`src/rtl/ecc_job_sequencer_if.sv`:
```
// ECC engine port bundle: APB write master signals plus the engine completion/result.
// Latency: none, wires only.
// Backpressure: none; the engine is always writable and reports completion with operation_done.
//
// Ports (master = sequencer side, slave = engine side):
//   PADDR, PWDATA, PSEL, PENABLE, PWRITE : APB write transfer, driven by the master
//   operation_done, data_out, num_of_errors : engine result, driven by the slave
// The instance parameters must match the sequencer's AMBA_ADDR_WIDTH/AMBA_WORD/DATA_WIDTH.
interface ecc_job_sequencer_if #(
    parameter int AMBA_ADDR_WIDTH = 20,
    parameter int AMBA_WORD       = 32,
    parameter int DATA_WIDTH      = 32
);
    logic [AMBA_ADDR_WIDTH-1:0] PADDR;
    logic [AMBA_WORD-1:0]       PWDATA;
    logic                       PSEL;
    logic                       PENABLE;
    logic                       PWRITE;
    logic                       operation_done;
    logic [DATA_WIDTH-1:0]      data_out;
    logic [1:0]                 num_of_errors;

    modport master (
        output PADDR, PWDATA, PSEL, PENABLE, PWRITE,
        input  operation_done, data_out, num_of_errors
    );

    modport slave (
        input  PADDR, PWDATA, PSEL, PENABLE, PWRITE,
        output operation_done, data_out, num_of_errors
    );
endinterface

```
`src/rtl/ecc_job_sequencer.sv`:
```
// Arbitrates two ECC job requesters round-robin and programs the engine over APB.
// Latency: ack 1 cycle after grant; 6 (enc/dec) or 8 (full channel) APB cycles, then WAIT until done.
// Backpressure: requests held until ack; response held in RESP until rsp_ready.
//
// Ports: clk, rst (async active-low); req0_*/req1_* job inputs with one-cycle ack pulses;
//   eng (master modport) = APB write bus + engine result; rsp_* response channel; busy.
// Optional feature: define ECC_SEQ_TIMEOUT_EN to abort WAIT after TIMEOUT_CYCLES with status 01.
module ecc_job_sequencer #(
    parameter int AMBA_ADDR_WIDTH = 20,
    parameter int AMBA_WORD       = 32,
    parameter int DATA_WIDTH      = 32,
    parameter int TIMEOUT_CYCLES  = 64
) (
    input  logic                  clk,
    input  logic                  rst,
    input  logic                  req0_valid,
    output logic                  req0_ack,
    input  logic [1:0]            req0_mode,
    input  logic [1:0]            req0_width,
    input  logic [31:0]           req0_data,
    input  logic [31:0]           req0_noise,
    input  logic                  req1_valid,
    output logic                  req1_ack,
    input  logic [1:0]            req1_mode,
    input  logic [1:0]            req1_width,
    input  logic [31:0]           req1_data,
    input  logic [31:0]           req1_noise,
    ecc_job_sequencer_if.master   eng,
    output logic                  rsp_valid,
    input  logic                  rsp_ready,
    output logic                  rsp_id,
    output logic [DATA_WIDTH-1:0] rsp_data,
    output logic [1:0]            rsp_errors,
    output logic [1:0]            rsp_status,
    output logic                  busy
);
    typedef enum logic [2:0] {IDLE, SETUP, ACCESS, WAIT, RESP} state_t;

    localparam logic [1:0] MODE_FULL    = 2'b10;
    localparam logic [1:0] MODE_ILLEGAL = 2'b11;

    // Write-list index: 0 width, 1 data, 2 noise, 3 ctrl.
    localparam logic [1:0] STEP_WIDTH = 2'd0;
    localparam logic [1:0] STEP_DATA  = 2'd1;
    localparam logic [1:0] STEP_NOISE = 2'd2;
    localparam logic [1:0] STEP_CTRL  = 2'd3;

    state_t                state_q, state_d;
    logic                  prio_q, prio_d;     // requester favoured on a tie
    logic                  id_q, id_d;
    logic [1:0]            mode_q, mode_d;
    logic [1:0]            width_q, width_d;
    logic [31:0]           data_q, data_d;
    logic [31:0]           noise_q, noise_d;
    logic [1:0]            step_q, step_d;
    logic                  ack0_q, ack0_d;
    logic                  ack1_q, ack1_d;
    logic [DATA_WIDTH-1:0] rdata_q, rdata_d;
    logic [1:0]            rerr_q, rerr_d;
    logic [1:0]            rstat_q, rstat_d;

    logic                  grant_id;
    logic [1:0]            sel_mode;
`ifdef ECC_SEQ_TIMEOUT_EN
    localparam int TMO_W = $clog2(TIMEOUT_CYCLES + 1);
    logic [TMO_W-1:0]      tmo_q, tmo_d;
`endif

    always_ff @(posedge clk or negedge rst) begin
        if (!rst) begin
            state_q <= IDLE;
            prio_q  <= 1'b0;
            id_q    <= 1'b0;
            mode_q  <= 2'b0;
            width_q <= 2'b0;
            data_q  <= 32'b0;
            noise_q <= 32'b0;
            step_q  <= STEP_WIDTH;
            ack0_q  <= 1'b0;
            ack1_q  <= 1'b0;
            rdata_q <= '0;
            rerr_q  <= 2'b0;
            rstat_q <= 2'b0;
`ifdef ECC_SEQ_TIMEOUT_EN
            tmo_q   <= '0;
`endif
        end else begin
            state_q <= state_d;
            prio_q  <= prio_d;
            id_q    <= id_d;
            mode_q  <= mode_d;
            width_q <= width_d;
            data_q  <= data_d;
            noise_q <= noise_d;
            step_q  <= step_d;
            ack0_q  <= ack0_d;
            ack1_q  <= ack1_d;
            rdata_q <= rdata_d;
            rerr_q  <= rerr_d;
            rstat_q <= rstat_d;
`ifdef ECC_SEQ_TIMEOUT_EN
            tmo_q   <= tmo_d;
`endif
        end
    end

    always_comb begin
        state_d  = state_q;
        prio_d   = prio_q;
        id_d     = id_q;
        mode_d   = mode_q;
        width_d  = width_q;
        data_d   = data_q;
        noise_d  = noise_q;
        step_d   = step_q;
        ack0_d   = 1'b0;
        ack1_d   = 1'b0;
        rdata_d  = rdata_q;
        rerr_d   = rerr_q;
        rstat_d  = rstat_q;
`ifdef ECC_SEQ_TIMEOUT_EN
        tmo_d    = tmo_q;
`endif
        // A lone requester always wins; on a tie the favoured one does.
        grant_id = (req0_valid && req1_valid) ? prio_q : req1_valid;
        sel_mode = grant_id ? req1_mode : req0_mode;

        case (state_q)
            IDLE: begin
                if (req0_valid || req1_valid) begin
                    id_d    = grant_id;
                    prio_d  = ~grant_id;
                    ack0_d  = ~grant_id;
                    ack1_d  = grant_id;
                    mode_d  = sel_mode;
                    width_d = grant_id ? req1_width : req0_width;
                    data_d  = grant_id ? req1_data  : req0_data;
                    noise_d = grant_id ? req1_noise : req0_noise;
                    step_d  = STEP_WIDTH;
                    if (sel_mode == MODE_ILLEGAL) begin
                        // Answered without touching the engine.
                        rdata_d = '0;
                        rerr_d  = 2'b0;
                        rstat_d = 2'b10;
                        state_d = RESP;
                    end else begin
                        state_d = SETUP;
                    end
                end
            end
            SETUP: state_d = ACCESS;
            ACCESS: begin
                state_d = SETUP;
                case (step_q)
                    STEP_WIDTH: step_d = STEP_DATA;
                    STEP_DATA:  step_d = (mode_q == MODE_FULL) ? STEP_NOISE : STEP_CTRL;
                    STEP_NOISE: step_d = STEP_CTRL;
                    default: begin
                        state_d = WAIT;
`ifdef ECC_SEQ_TIMEOUT_EN
                        tmo_d   = '0;
`endif
                    end
                endcase
            end
            WAIT: begin
                if (eng.operation_done) begin
                    rdata_d = eng.data_out;
                    rerr_d  = eng.num_of_errors;
                    rstat_d = 2'b00;
                    state_d = RESP;
                end
`ifdef ECC_SEQ_TIMEOUT_EN
                // tmo_q counts completed WAIT cycles; this is WAIT cycle tmo_q+1.
                else if (tmo_q == TMO_W'(TIMEOUT_CYCLES - 1)) begin
                    rdata_d = '0;
                    rerr_d  = 2'b0;
                    rstat_d = 2'b01;
                    state_d = RESP;
                end else begin
                    tmo_d = tmo_q + 1'b1;
                end
`endif
            end
            RESP: if (rsp_ready) state_d = IDLE;
            default: state_d = IDLE;
        endcase
    end

    logic        in_apb;
    logic [3:0]  addr4;
    logic [31:0] wdata;

    always_comb begin
        in_apb = (state_q == SETUP) || (state_q == ACCESS);
        case (step_q)
            STEP_WIDTH: begin addr4 = 4'h8; wdata = {30'b0, width_q}; end
            STEP_DATA:  begin addr4 = 4'h4; wdata = data_q;           end
            STEP_NOISE: begin addr4 = 4'hC; wdata = noise_q;          end
            default:    begin addr4 = 4'h0; wdata = {30'b0, mode_q};  end
        endcase
    end

    // Decoded straight from state so an async reset drops PSEL/PENABLE at once.
    assign eng.PSEL    = in_apb;
    assign eng.PWRITE  = in_apb;
    assign eng.PENABLE = (state_q == ACCESS);
    assign eng.PADDR   = in_apb ? AMBA_ADDR_WIDTH'(addr4) : '0;
    assign eng.PWDATA  = in_apb ? AMBA_WORD'(wdata) : '0;

    assign req0_ack   = ack0_q;
    assign req1_ack   = ack1_q;
    assign rsp_valid  = (state_q == RESP);
    assign rsp_id     = id_q;
    assign rsp_data   = rdata_q;
    assign rsp_errors = rerr_q;
    assign rsp_status = rstat_q;
    assign busy       = (state_q != IDLE);
endmodule

```
`src/flat_wrapper.sv`:
```
// flat-port wrapper written by rule: the top's interface ports become plain ports
module ecc_job_sequencer_flat 
#(
    parameter int AMBA_ADDR_WIDTH = 20,
    parameter int AMBA_WORD       = 32,
    parameter int DATA_WIDTH      = 32,
    parameter int TIMEOUT_CYCLES  = 64
)
  (clk, rst, req0_valid, req0_ack, req0_mode, req0_width, req0_data, req0_noise, req1_valid, req1_ack, req1_mode, req1_width, req1_data, req1_noise, rsp_valid, rsp_ready, rsp_id, rsp_data, rsp_errors, rsp_status, busy, eng_PADDR, eng_PWDATA, eng_PSEL, eng_PENABLE, eng_PWRITE, eng_operation_done, eng_data_out, eng_num_of_errors);
  ecc_job_sequencer_if #(.AMBA_ADDR_WIDTH(AMBA_ADDR_WIDTH), .AMBA_WORD(AMBA_WORD), .DATA_WIDTH(DATA_WIDTH)) eng_i ();
  input  logic clk;
  input  logic rst;
  input  logic req0_valid;
  output logic req0_ack;
  input  logic [1:0] req0_mode;
  input  logic [1:0] req0_width;
  input  logic [31:0] req0_data;
  input  logic [31:0] req0_noise;
  input  logic req1_valid;
  output logic req1_ack;
  input  logic [1:0] req1_mode;
  input  logic [1:0] req1_width;
  input  logic [31:0] req1_data;
  input  logic [31:0] req1_noise;
  output logic rsp_valid;
  input  logic rsp_ready;
  output logic rsp_id;
  output logic [DATA_WIDTH-1:0] rsp_data;
  output logic [1:0] rsp_errors;
  output logic [1:0] rsp_status;
  output logic busy;
  output wire logic [$bits(eng_i.PADDR)-1:0] eng_PADDR;
  output wire logic [$bits(eng_i.PWDATA)-1:0] eng_PWDATA;
  output wire logic [$bits(eng_i.PSEL)-1:0] eng_PSEL;
  output wire logic [$bits(eng_i.PENABLE)-1:0] eng_PENABLE;
  output wire logic [$bits(eng_i.PWRITE)-1:0] eng_PWRITE;
  input wire logic [$bits(eng_i.operation_done)-1:0] eng_operation_done;
  input wire logic [$bits(eng_i.data_out)-1:0] eng_data_out;
  input wire logic [$bits(eng_i.num_of_errors)-1:0] eng_num_of_errors;
  assign eng_PADDR = eng_i.PADDR;
  assign eng_PWDATA = eng_i.PWDATA;
  assign eng_PSEL = eng_i.PSEL;
  assign eng_PENABLE = eng_i.PENABLE;
  assign eng_PWRITE = eng_i.PWRITE;
  assign eng_i.operation_done = eng_operation_done;
  assign eng_i.data_out = eng_data_out;
  assign eng_i.num_of_errors = eng_num_of_errors;
  ecc_job_sequencer #(.AMBA_ADDR_WIDTH(AMBA_ADDR_WIDTH), .AMBA_WORD(AMBA_WORD), .DATA_WIDTH(DATA_WIDTH), .TIMEOUT_CYCLES(TIMEOUT_CYCLES)) u_core (.clk(clk), .rst(rst), .req0_valid(req0_valid), .req0_ack(req0_ack), .req0_mode(req0_mode), .req0_width(req0_width), .req0_data(req0_data), .req0_noise(req0_noise), .req1_valid(req1_valid), .req1_ack(req1_ack), .req1_mode(req1_mode), .req1_width(req1_width), .req1_data(req1_data), .req1_noise(req1_noise), .eng(eng_i), .rsp_valid(rsp_valid), .rsp_ready(rsp_ready), .rsp_id(rsp_id), .rsp_data(rsp_data), .rsp_errors(rsp_errors), .rsp_status(rsp_status), .busy(busy));
endmodule
```
`config.mk`:
```
export PLATFORM = sky130hd
export DESIGN_NAME = ecc_job_sequencer_flat
export DESIGN_NICKNAME = d
export VERILOG_FILES = /design/src/rtl/ecc_job_sequencer_if.sv /design/src/rtl/ecc_job_sequencer.sv /design/src/flat_wrapper.sv
export SDC_FILE = /design/constraint.sdc
export NUM_CORES = 1
export LEC_CHECK = 0
export CORE_ASPECT_RATIO = 1.75
export CORE_MARGIN = 4
export CORE_UTILIZATION = 40
export DETAILED_ROUTE_END_ITERATION = 10
export PLACE_DENSITY = 0.79
export SLEW_MARGIN = 20
export SYNTH_ARGS = -nofsm -noshare
export SYNTH_HDL_FRONTEND = slang
export SYNTH_SLANG_ARGS = --single-unit
```
`constraint.sdc`:
```
create_clock -name clk -period 2.4 [get_ports clk]
set_input_delay 0.24 -clock clk [delete_from_list [all_inputs] [get_ports clk]]
set_output_delay 0.24 -clock clk [all_outputs]
set_load 0.005 [all_outputs]
```
==> flow_summary.json <==
{
  "crit_type": "register to output port",
  "finalMaxSlewViolations": 0,
  "synth_xor_area_share_pct": 0.163,
  "clockBufferDepth": 2,
  "preCtsSetupSlack_ns": 0.00557,
  "ir_worst_vdd_uv": 765,
  "setup_viol": 1,
  "grt_pass1_wl_mm": 27.3,
  "first_pass_iters": 5,
  "synth_top_cell_by_area": "dfrtp_1",
  "synth_area_leaders": "dfrtp_1 52%, a22oi_1 10%, nand2_1 6.9%, a22o_1 5.7%, nor2_1 4.6%",
  "layout-drive-gt1-share_pct": 8.14,
  "io_pins": 272,
  "worstSkewPairLatency_ns": 0.34,
  "cts.clk_slew.worst_paths_ns": 0.07,
  "tns_ns": -0.0670,
  "cts_buffers": 9,
  "ys.flop_type": "dfrtp_1",
  "synth_area_sq_um": 5380,
  "finalPower_mw": 9.56,
  "synthAdderAreaFrac_pct": 1.16,
  "area_growth_pct": 56.9,
  "slew_headroom_pct": 61.1,
  "die_h_um": 161,
  "fp.coreArea_sq_um": 13100,
  "switchingPower_mw": 3.53,
  "wl_per_cell_um": 18.7,
  "avgViaCountPerCell": 5.40,
  "outcome": "finished, violations left",
  "synth-edff-count": 0,
  "power.internal_mw": 6.04,
  "layout.nets": 987,
  "p_leak_nw": 3.73,
  "path_cells": "ha_4, or3_4, buf_12, nor2_2, clkdlybuf4s50_1",
  "antenna_left": 0,
  "worst-path-buf-inv": 2,
  "cp_top_family": "buffers and inverters",
  "grt_pass1_vias": 5524,
  "drcViolationCount": 0,
  "tightest_slew_ns": 0.583,
  "final_core_util_pct": 64.6,
  "grt_overflow": 0,
  "start_util_pct": 41.1,
  "chipWidth_um": 95.7,
  "cp-start-kind": "register",
  "switching_share_pct": 36.9,
  "antenna_cells": 0,
  "synth_compound_area_share_pct": 25.3,
  "cp_data_required_time_ns": 2.16,
  "cts_root_buf": "clkbuf_16",
  "comb_power_share_pct": 47.6,
  "fmax_ghz": 0.405,
  "clkSinkCount": 112,
  "finalHoldViolCount": 0,
  "ys_async_sr_fraction_pct": 100,
  "port_buffers": 252,
  "wl_mm": 18.3,
  "rows": 55,
  "cts-htree-levels": 3,
  "cp_slowest_stage_delay_ns": 0.51,
  "die-area_sq_um": 15400,
  "syn_inst": 568,
  "muxShareOfSynthArea_pct": 0,
  "drv_cap": 0,
  "arrival_ns": 2.23,
  "postSynthAreaPerCell_sq_um": 9.47,
  "drt_iter0_drc": 326,
  "fin_crit_sh_pct": 103,
  "grtUsageTotal_pct": 22.9,
  "power_density_nw_per_um2": 1130,
  "ys_warn_count": 0,
  "fin_ws_ns": -0.0670,
  "critPathCaptureType": "output port",
  "dp_hpwl_mm": 13.5,
  "sequentialPowerShare_pct": 35.5,
  "finalClockSkew_ns": 0.00962,
  "violations": "setup timing",
  "p_clk_share_pct": 16.9,
  "rsz0062_at_grt": "true",
  "grt_max_degree": 52,
  "via_count": 5303,
  "synth_cell_types": 36,
  "period_needed_ns": 2.47,
  "min-delay-path-class": "input pin to register",
  "antenna_found_initial": 0,
  "synth_top_family_by_area": "compound AO/OA/AOI/OAI gates",
  "yosysSeqAreaShare_pct": 52.1,
  "synth-seq-cells": 112,
  "crit_path_top_delay_cell": "clkdlybuf4s50_1",
  "nFillCells": 1068,
  "synthDominantCellAreaShare_pct": 52.1,
  "yosys.area_share.simple_pct": 13.5,
  "crit_fanout": 16,
  "gp_congestion": 0.903,
  "cts_tree": "built"
}
synthesized netlist by cell type (6+ instances only):
library cell,n
o21ai_0,44
inv_1,6
nand2_1,99
nor2_1,66
buf_4,22
buf_2,6
clkbuf_1,36
dfrtp_1,112
a31oi_1,25
a22o_1,35
a22oi_1,74
worst min-delay path, stage by stage:
cell and delay [ns]:
clkdlybuf4s50_1 0.40, nand2_1 0.05, a31oi_1 0.07
final cells by class:
type / instances / area, sq um / share of cell area (%)
clock buffers: 9 / 225 / 2.67
inverters: 6 / 22.5 / 0.267
clock inverters: 7 / 98.8 / 1.17
flip-flops and latches: 112 / 2810 / 33.2
multi-input cells: 398 / 2290 / 27.2
well taps: 171 / 214 / 2.53
repair buffers: 279 / 2780 / 33.0
power by group through the flow:
stage,Sequential (mW),Combinational (mW),Clock (mW)
after detailed placement,3.38,4.36,0
after global routing,3.50,5.01,1.72
after global placement,3.36,4.23,0
final,3.40,4.55,1.62
after floorplan,3.27,2.38,0
after CTS,3.38,4.54,1.65
metrics by stage:
| stage | area, sq um | hold slack [ns] | cells |
|---|---|---|---|
| after floorplan | 5450 | -0.0556 | 586 |
| after global placement | 7980 | 0.273 | 959 |
| after detailed placement | 7980 | 0.281 | 959 |
| after CTS | 8390 | 0.431 | 980 |
| after global routing | 8440 | 0.462 | 982 |
| final | 8440 | 0.448 | 982 |
logic make-up after synthesis:
| logic type | after synthesis |
|---|---|
| buffers and inverters | 76 |
| and+or+nand+nor | 180 |
| DFF | 112 |
| xor gates and xnor gates | 1 |
| AOI/OAI and AO/OA | 193 |
| adders and majority gates | 5 |
| other | 1 |
registers in the layout, summed over array words and instances, names as in the netlist, 2 cells and up:
name	cells
u_core.state_q	3
u_core.rsp_errors	2
u_core.step_q	2
u_core.width_q	2
u_core.data_q	32
u_core.mode_q	2
u_core.rsp_data	32
u_core.noise_q	32
placed cells by master, fill, tap and decap left out, types with 3 or more instances in the layout:
master           count
dfrtp_1            110
inv_1                6
conb_1              19
nand2_1             99
a22o_1              35
a31oi_1             25
buf_4               19
inv_6                3
buf_12               3
nor2_2               7
a21oi_1              4
clkdlybuf4s50_1    219
a22oi_1             74
o21ai_1              3
o21ai_0             44
clkbuf_16            9
dlygate4sd2_1       30
nor2_1              59
worst paths after layout:
path                                    startpoint                 end  slack, ns  depth (start not counted)
min in group asynchronous                      rst  u_core.rsp_data[8]       0.46                          2
worst max register to register   u_core.state_q[0]  u_core.noise_q[15]       0.36                          6
max in group asynchronous                      rst   u_core.data_q[23]       1.25                          3
worst min register to register  u_core.noise_q[22]  u_core.noise_q[22]       0.49                          2
worst min-delay path                  req1_data[1]    u_core.data_q[1]       0.45                          3
worst max-delay path              u_core.step_q[1]      eng_PWDATA[10]      -0.07                          5
what timing repair did:
item                       CTS  global route
resized for setup           48             8
hold buffers                 1             0
hold endpoints to repair    42             0
setup buffers                3             1
setup endpoints to repair   33             4
cloned                       1             0
pin swaps                    0             1
routing by layer:
layer,share of wire (%),track usage [%],up-vias
li1,-,-,2453
met1,35,25.0,2526
met2,54,41.2,277
met3,7.5,4.24,47
met4,3.7,11.1,0
met5,0,0,-
(Power assumes the default switching activity.)
